===== config.mk =====
export PLATFORM = sky130hd
export DESIGN_NAME = fft_stage_sequencer
export DESIGN_NICKNAME = d
export VERILOG_FILES = /design/src/rtl/fft_stage_sequencer.sv
export SDC_FILE = /design/constraint.sdc
export NUM_CORES = 1
export LEC_CHECK = 0
export CORE_MARGIN = 2
export CORE_UTILIZATION = 27
export CTS_CLUSTER_SIZE = 12
export DETAILED_ROUTE_END_ITERATION = 16
export GPL_ROUTABILITY_DRIVEN = 0
export PLACE_DENSITY_LB_ADDON = 0.3
export SETUP_SLACK_MARGIN = 0.1
export SYNTH_ARGS = -nofsm -noshare
export SYNTH_HDL_FRONTEND = slang
export SYNTH_SLANG_ARGS = --single-unit

===== constraint.sdc =====
create_clock -name clk -period 3.3 [get_ports clk]
set_input_delay 0.495 -clock clk [delete_from_list [all_inputs] [get_ports clk]]
set_output_delay 0.495 -clock clk [all_outputs]
set_load 0.03 [all_outputs]

===== src/rtl/fft_stage_sequencer.sv =====
// fft_stage_sequencer: control block for the staged FFT pipeline.
// Accepts one transform request at a time, fires one start pulse per stage
// in order, waits for each stage's finish strobe, and guards every stage with
// a watchdog. Also drives the twiddle-mux stage index and a completed-frame counter.
module fft_stage_sequencer #(
    parameter int NUM_STAGES      = 5,
    parameter int TIMEOUT         = 15,
    parameter int FRAME_CNT_WIDTH = 16
) (
    input  logic                       clk,
    input  logic                       reset,
    input  logic                       fft_start,
    output logic                       fft_ready,
    output logic                       fft_busy,
    output logic                       fft_done,
    output logic                       fft_error,
    input  logic                       abort,
    output logic [NUM_STAGES-1:0]      stage_start,
    input  logic [NUM_STAGES-1:0]      stage_finish,
    output logic [2:0]                 stage_sel,
    output logic [FRAME_CNT_WIDTH-1:0] frame_count
);

    typedef enum logic {
        IDLE = 1'b0,
        RUN  = 1'b1
    } state_t;

    localparam logic [2:0] LAST_K   = 3'(NUM_STAGES - 1);
    localparam logic [7:0] WD_LIMIT = 8'(TIMEOUT);

    state_t                       state_q, state_d;
    logic [2:0]                   k_q, k_d;
    logic [7:0]                   wd_q, wd_d;
    logic [NUM_STAGES-1:0]        start_q, start_d;
    logic                         done_q, done_d;
    logic                         error_q, error_d;
    logic [2:0]                   sel_q, sel_d;
    logic [FRAME_CNT_WIDTH-1:0]   frame_q, frame_d;

    logic [NUM_STAGES-1:0]        cur_oh;
    logic                         finish_hit;

    // Decode the active stage index and qualify its finish strobe; a finish
    // coinciding with that stage's own start pulse is not a real completion.
    always_comb begin
        cur_oh = '0;
        for (int i = 0; i < NUM_STAGES; i++) begin
            cur_oh[i] = (k_q == 3'(i));
        end
        finish_hit = |(stage_finish & cur_oh & ~start_q);
    end

    // Next-state and registered-output logic: abort, then finish, then timeout.
    always_comb begin
        state_d = state_q;
        k_d     = k_q;
        wd_d    = wd_q;
        start_d = '0;
        done_d  = 1'b0;
        error_d = error_q;
        sel_d   = sel_q;
        frame_d = frame_q;

        case (state_q)
            IDLE: begin
                if (fft_start) begin
                    state_d    = RUN;
                    k_d        = 3'd0;
                    wd_d       = 8'd0;
                    sel_d      = 3'd0;
                    error_d    = 1'b0;
                    start_d[0] = 1'b1;
                end
            end
            RUN: begin
                if (abort) begin
                    state_d = IDLE;
                    sel_d   = 3'd0;
                end else if (finish_hit) begin
                    if (k_q != LAST_K) begin
                        k_d     = k_q + 3'd1;
                        sel_d   = sel_q + 3'd1;
                        start_d = cur_oh << 1;
                        wd_d    = 8'd0;
                    end else begin
                        done_d  = 1'b1;
                        frame_d = frame_q + 1'b1;
                        state_d = IDLE;
                        sel_d   = 3'd0;
                    end
                end else if (wd_q == WD_LIMIT) begin
                    error_d = 1'b1;
                    state_d = IDLE;
                    sel_d   = 3'd0;
                end else begin
                    wd_d = wd_q + 8'd1;
                end
            end
            default: begin
                state_d = IDLE;
            end
        endcase
    end

    // State and output registers; reset clears everything immediately,
    // dropping any start pulse in flight.
    always_ff @(posedge clk or posedge reset) begin
        if (reset) begin
            state_q <= IDLE;
            k_q     <= 3'd0;
            wd_q    <= 8'd0;
            start_q <= '0;
            done_q  <= 1'b0;
            error_q <= 1'b0;
            sel_q   <= 3'd0;
            frame_q <= '0;
        end else begin
            state_q <= state_d;
            k_q     <= k_d;
            wd_q    <= wd_d;
            start_q <= start_d;
            done_q  <= done_d;
            error_q <= error_d;
            sel_q   <= sel_d;
            frame_q <= frame_d;
        end
    end

    assign fft_ready   = (state_q == IDLE);
    assign fft_busy    = (state_q == RUN);
    assign fft_done    = done_q;
    assign fft_error   = error_q;
    assign stage_start = start_q;
    assign stage_sel   = sel_q;
    assign frame_count = frame_q;

endmodule


==> flow_metrics.env <==
export IMPL_p_leak_uw=0.001066
export IMPL_nets=232
export IMPL_power_per_cell_area_nw_per_um2=539.9
export IMPL_antennaDiodeCount=0
export IMPL_ff_latch_area_um2=950.9
export IMPL_cp_required_ns=3.47
export IMPL_yosysSeqAreaShare_pct=50.26
export IMPL_worstSetupEndpointType="flop"
export IMPL_antenna_found_initial=0
export IMPL_path_class="reg -> reg"
export IMPL_avgViaCountPerCell=4.567
export IMPL_setup_viol=0
export IMPL_setup_tns_ns=0
export IMPL_rsz0062_at_grt="false"
export IMPL_routedWlPerCell_um=13.11
export IMPL_run_status="complete, no violations"
export IMPL_min_period_ns=2.492
export IMPL_grt_pass1_wl_um=6541
export IMPL_synthToLayoutAreaGrowth_pct=29.56
export IMPL_multi_input_area_um2=879.6
export IMPL_cts_path_max_buffers=2
export IMPL_drc=0
export IMPL_yosys_area_top_type="dfrtp_1"
export IMPL_die_area_um2=7692
export IMPL_cts_resized=0
export IMPL_final_area_um2=2451
export IMPL_cts_clk_slew_worst_paths_ns=0.08
export IMPL_ant_nets=0
export IMPL_dr_first_iter_drc_count=115
export IMPL_globalRouteOverflowTotal=0
export IMPL_core_um2=6794
export IMPL_die_w_um=87.71
export IMPL_period_share_pct=75.50
export IMPL_path_max_fanout=7
export IMPL_cts_hold_buffers_added=0
export IMPL_grt_max_degree=39
export IMPL_path_buf_inv=0
export IMPL_timing_critical_path_arrival_ns=2.66
export IMPL_via_count=1425
export IMPL_clk_latency_ns=0.29
export IMPL_slew_viol_final=0
export IMPL_portBuffers=36
export IMPL_met2_length_um=1716
export IMPL_cp_common_cell="ha_1"
export IMPL_placed_area_um2=2360
export IMPL_synth_edff_count=0
export IMPL_drive_above_1_share_pct=10.65
export IMPL_post_cts_buffers=0
export IMPL_cts_buffers=5
export IMPL_tightest_slew_ns=0.7398
export IMPL_cp_endpoint="wd_q[7]$_DFFE_PP0P_"
export IMPL_grtUsageTotal_pct=11.05
export IMPL_wl_met3_um=204
export IMPL_drv_cap=0
export IMPL_path_cells="ha_1, ha_1, and3b_1, or4_4, and2_4, o311a_1, a211o_1"
export IMPL_final_cell_mix="dfrtp_1, clkdlybuf4s50_1, nand2_1"
export IMPL_ff2ff_path_depth=7
export IMPL_synth_area_leaders="dfrtp_1, xnor2_1, ha_1"
export IMPL_hold_depth=1
export IMPL_highest_layer="met4"
export IMPL_initial_core_util_pct=27.85
export IMPL_critPathLaunchType="flop"
export IMPL_fillers=686
export IMPL_synth_ff_type="dfrtp_1"
export IMPL_synth_top_area_share_pct=50.26
export IMPL_h_tree_depth=2
export IMPL_slowest_delay_ns=0.54
export IMPL_cts_tree="yes"
export IMPL_die_h_um=87.71
export IMPL_rrSetupSlack_ns=0.81
export IMPL_syn_area_um2=1892
export IMPL_layout_commonest_cell="dfrtp_1"
export IMPL_ys_async_sr_fraction_pct=100.0
export IMPL_wl_um=4089
export IMPL_slew_headroom_pct=50.59
export IMPL_cp_depth=7
export IMPL_hold_viol=0
export IMPL_firstDrtPassIters=4
export IMPL_clock_fmax_ghz=0.4014
export IMPL_netlist_instances=174
export IMPL_finClkSkew_ns=0.007880
export IMPL_r2r_start="k_q[0]$_DFFE_PP0P_"
export IMPL_num_rows=30
export IMPL_cp_startpoint="k_q[0]$_DFFE_PP0P_"
export IMPL_boundaryPins=37
export IMPL_max_vdd_ir_drop_mv=0.1918
export IMPL_hp_class="reg -> reg"
export IMPL_wl_met1_um=2129
export IMPL_slowest_stage="or4_4"
export IMPL_ys_types=46
export IMPL_cts_root_buf="clkbuf_8"
export IMPL_ys_warn_count=0
export IMPL_r2r_end="wd_q[7]$_DFFE_PP0P_"
export IMPL_crit_family="simple AND/OR/NAND/NOR gates"
export IMPL_ys_ff_latch=38
export IMPL_synthesis_nets=191
export IMPL_cts_sinks=38
export IMPL_grt_pass1_vias=1313
export IMPL_syn_avg_cell_area_um2=10.87
-- synthesized netlist by cell type (2+ instances only) --
| library cell | count |
|---|---|
| dfrtp_1 | 38 |
| nor4_1 | 2 |
| ha_1 | 8 |
| nand2b_1 | 3 |
| xnor2_1 | 13 |
| o21ai_0 | 6 |
| nor3_1 | 3 |
| xor2_1 | 3 |
| inv_1 | 10 |
| a21oi_1 | 5 |
| nand3_1 | 10 |
| nand4_1 | 8 |
| mux2_2 | 2 |
| nor2_1 | 5 |
| and3_1 | 6 |
| a31oi_1 | 4 |
| and2_1 | 2 |
| and4bb_4 | 2 |
| nand2_1 | 17 |
-- worst min-delay path by stage --
| stage | from | slack, ns | end |
|---|---|---|---|
| after CTS | frame_count[15]$_DFFE_PP0P_ | 0.50 | frame_count[15]$_DFFE_PP0P_ |
| after floorplan | wd_q[2]$_DFFE_PP0P_ | 0.46 | wd_q[2]$_DFFE_PP0P_ |
| after detailed placement | frame_count[15]$_DFFE_PP0P_ | 0.48 | frame_count[15]$_DFFE_PP0P_ |
| final | frame_count[15]$_DFFE_PP0P_ | 0.49 | frame_count[15]$_DFFE_PP0P_ |
| after global routing | frame_count[11]$_DFFE_PP0P_ | 0.52 | frame_count[11]$_DFFE_PP0P_ |
| after global placement | frame_count[15]$_DFFE_PP0P_ | 0.48 | frame_count[15]$_DFFE_PP0P_ |
-- metal layers --
layer  GRT usage, %  vias up
met4          3.776        0
li1               -      707
met3          2.733        2
met1          16.66      677
met2          15.29       39
met5              0        -
-- final cells by class --
class / instances / area share (%)
Sequential cell: 38 / 38.80
Timing Repair Buffer: 37 / 15.01
Tap cell: 96 / 4.900
Multi-Input combinational cell: 122 / 35.89
Clock buffer: 7 / 3.522
Clock inverter: 1 / 0.2042
Inverter: 11 / 1.685
-- per-stage QoR --
step / cells / hold WS (ns) / power, uW / utilization, % / setup WS (ns)
global placement: 304 / 0.4763 / 1002 / 34.73 / 0.7652
floorplan: 174 / 0.4647 / 872.6 / - / 0.8982
finish: 312 / 0.4909 / 1323 / 36.08 / 0.8084
detailed placement: 304 / 0.4789 / 1003 / 34.73 / 0.7383
global route: 312 / 0.5192 / 1405 / 36.08 / 0.6669
CTS: 312 / 0.4989 / 1332 / 36.08 / 0.8127
-- logic make-up after synthesis --
family | Yosys count | synth area share (%)
compound gates | 26 | 9.788
buf+inv | 14 | 3.240
mux | 3 | 1.720
flops | 38 | 50.26
simple gates | 69 | 22.29
fa+ha+maj | 8 | 5.291
xor+xnor | 16 | 7.408
-- flip-flops by register name (all words and copies together), names as in the netlist --
name / count
fft_busy: 1
stage_start: 5
k_q: 3
fft_error: 1
fft_done: 1
wd_q: 8
frame_count: 16
stage_sel: 3
-- power by group --
part / switching (uW) / internal (uW) / leakage, uW
combinational: 267 / 167 / 0.000494
sequential: 48.1 / 512 / 0.000525
clock: 160 / 169 / 0.0000482
Note: power is estimated with default switching activity, not from simulation.
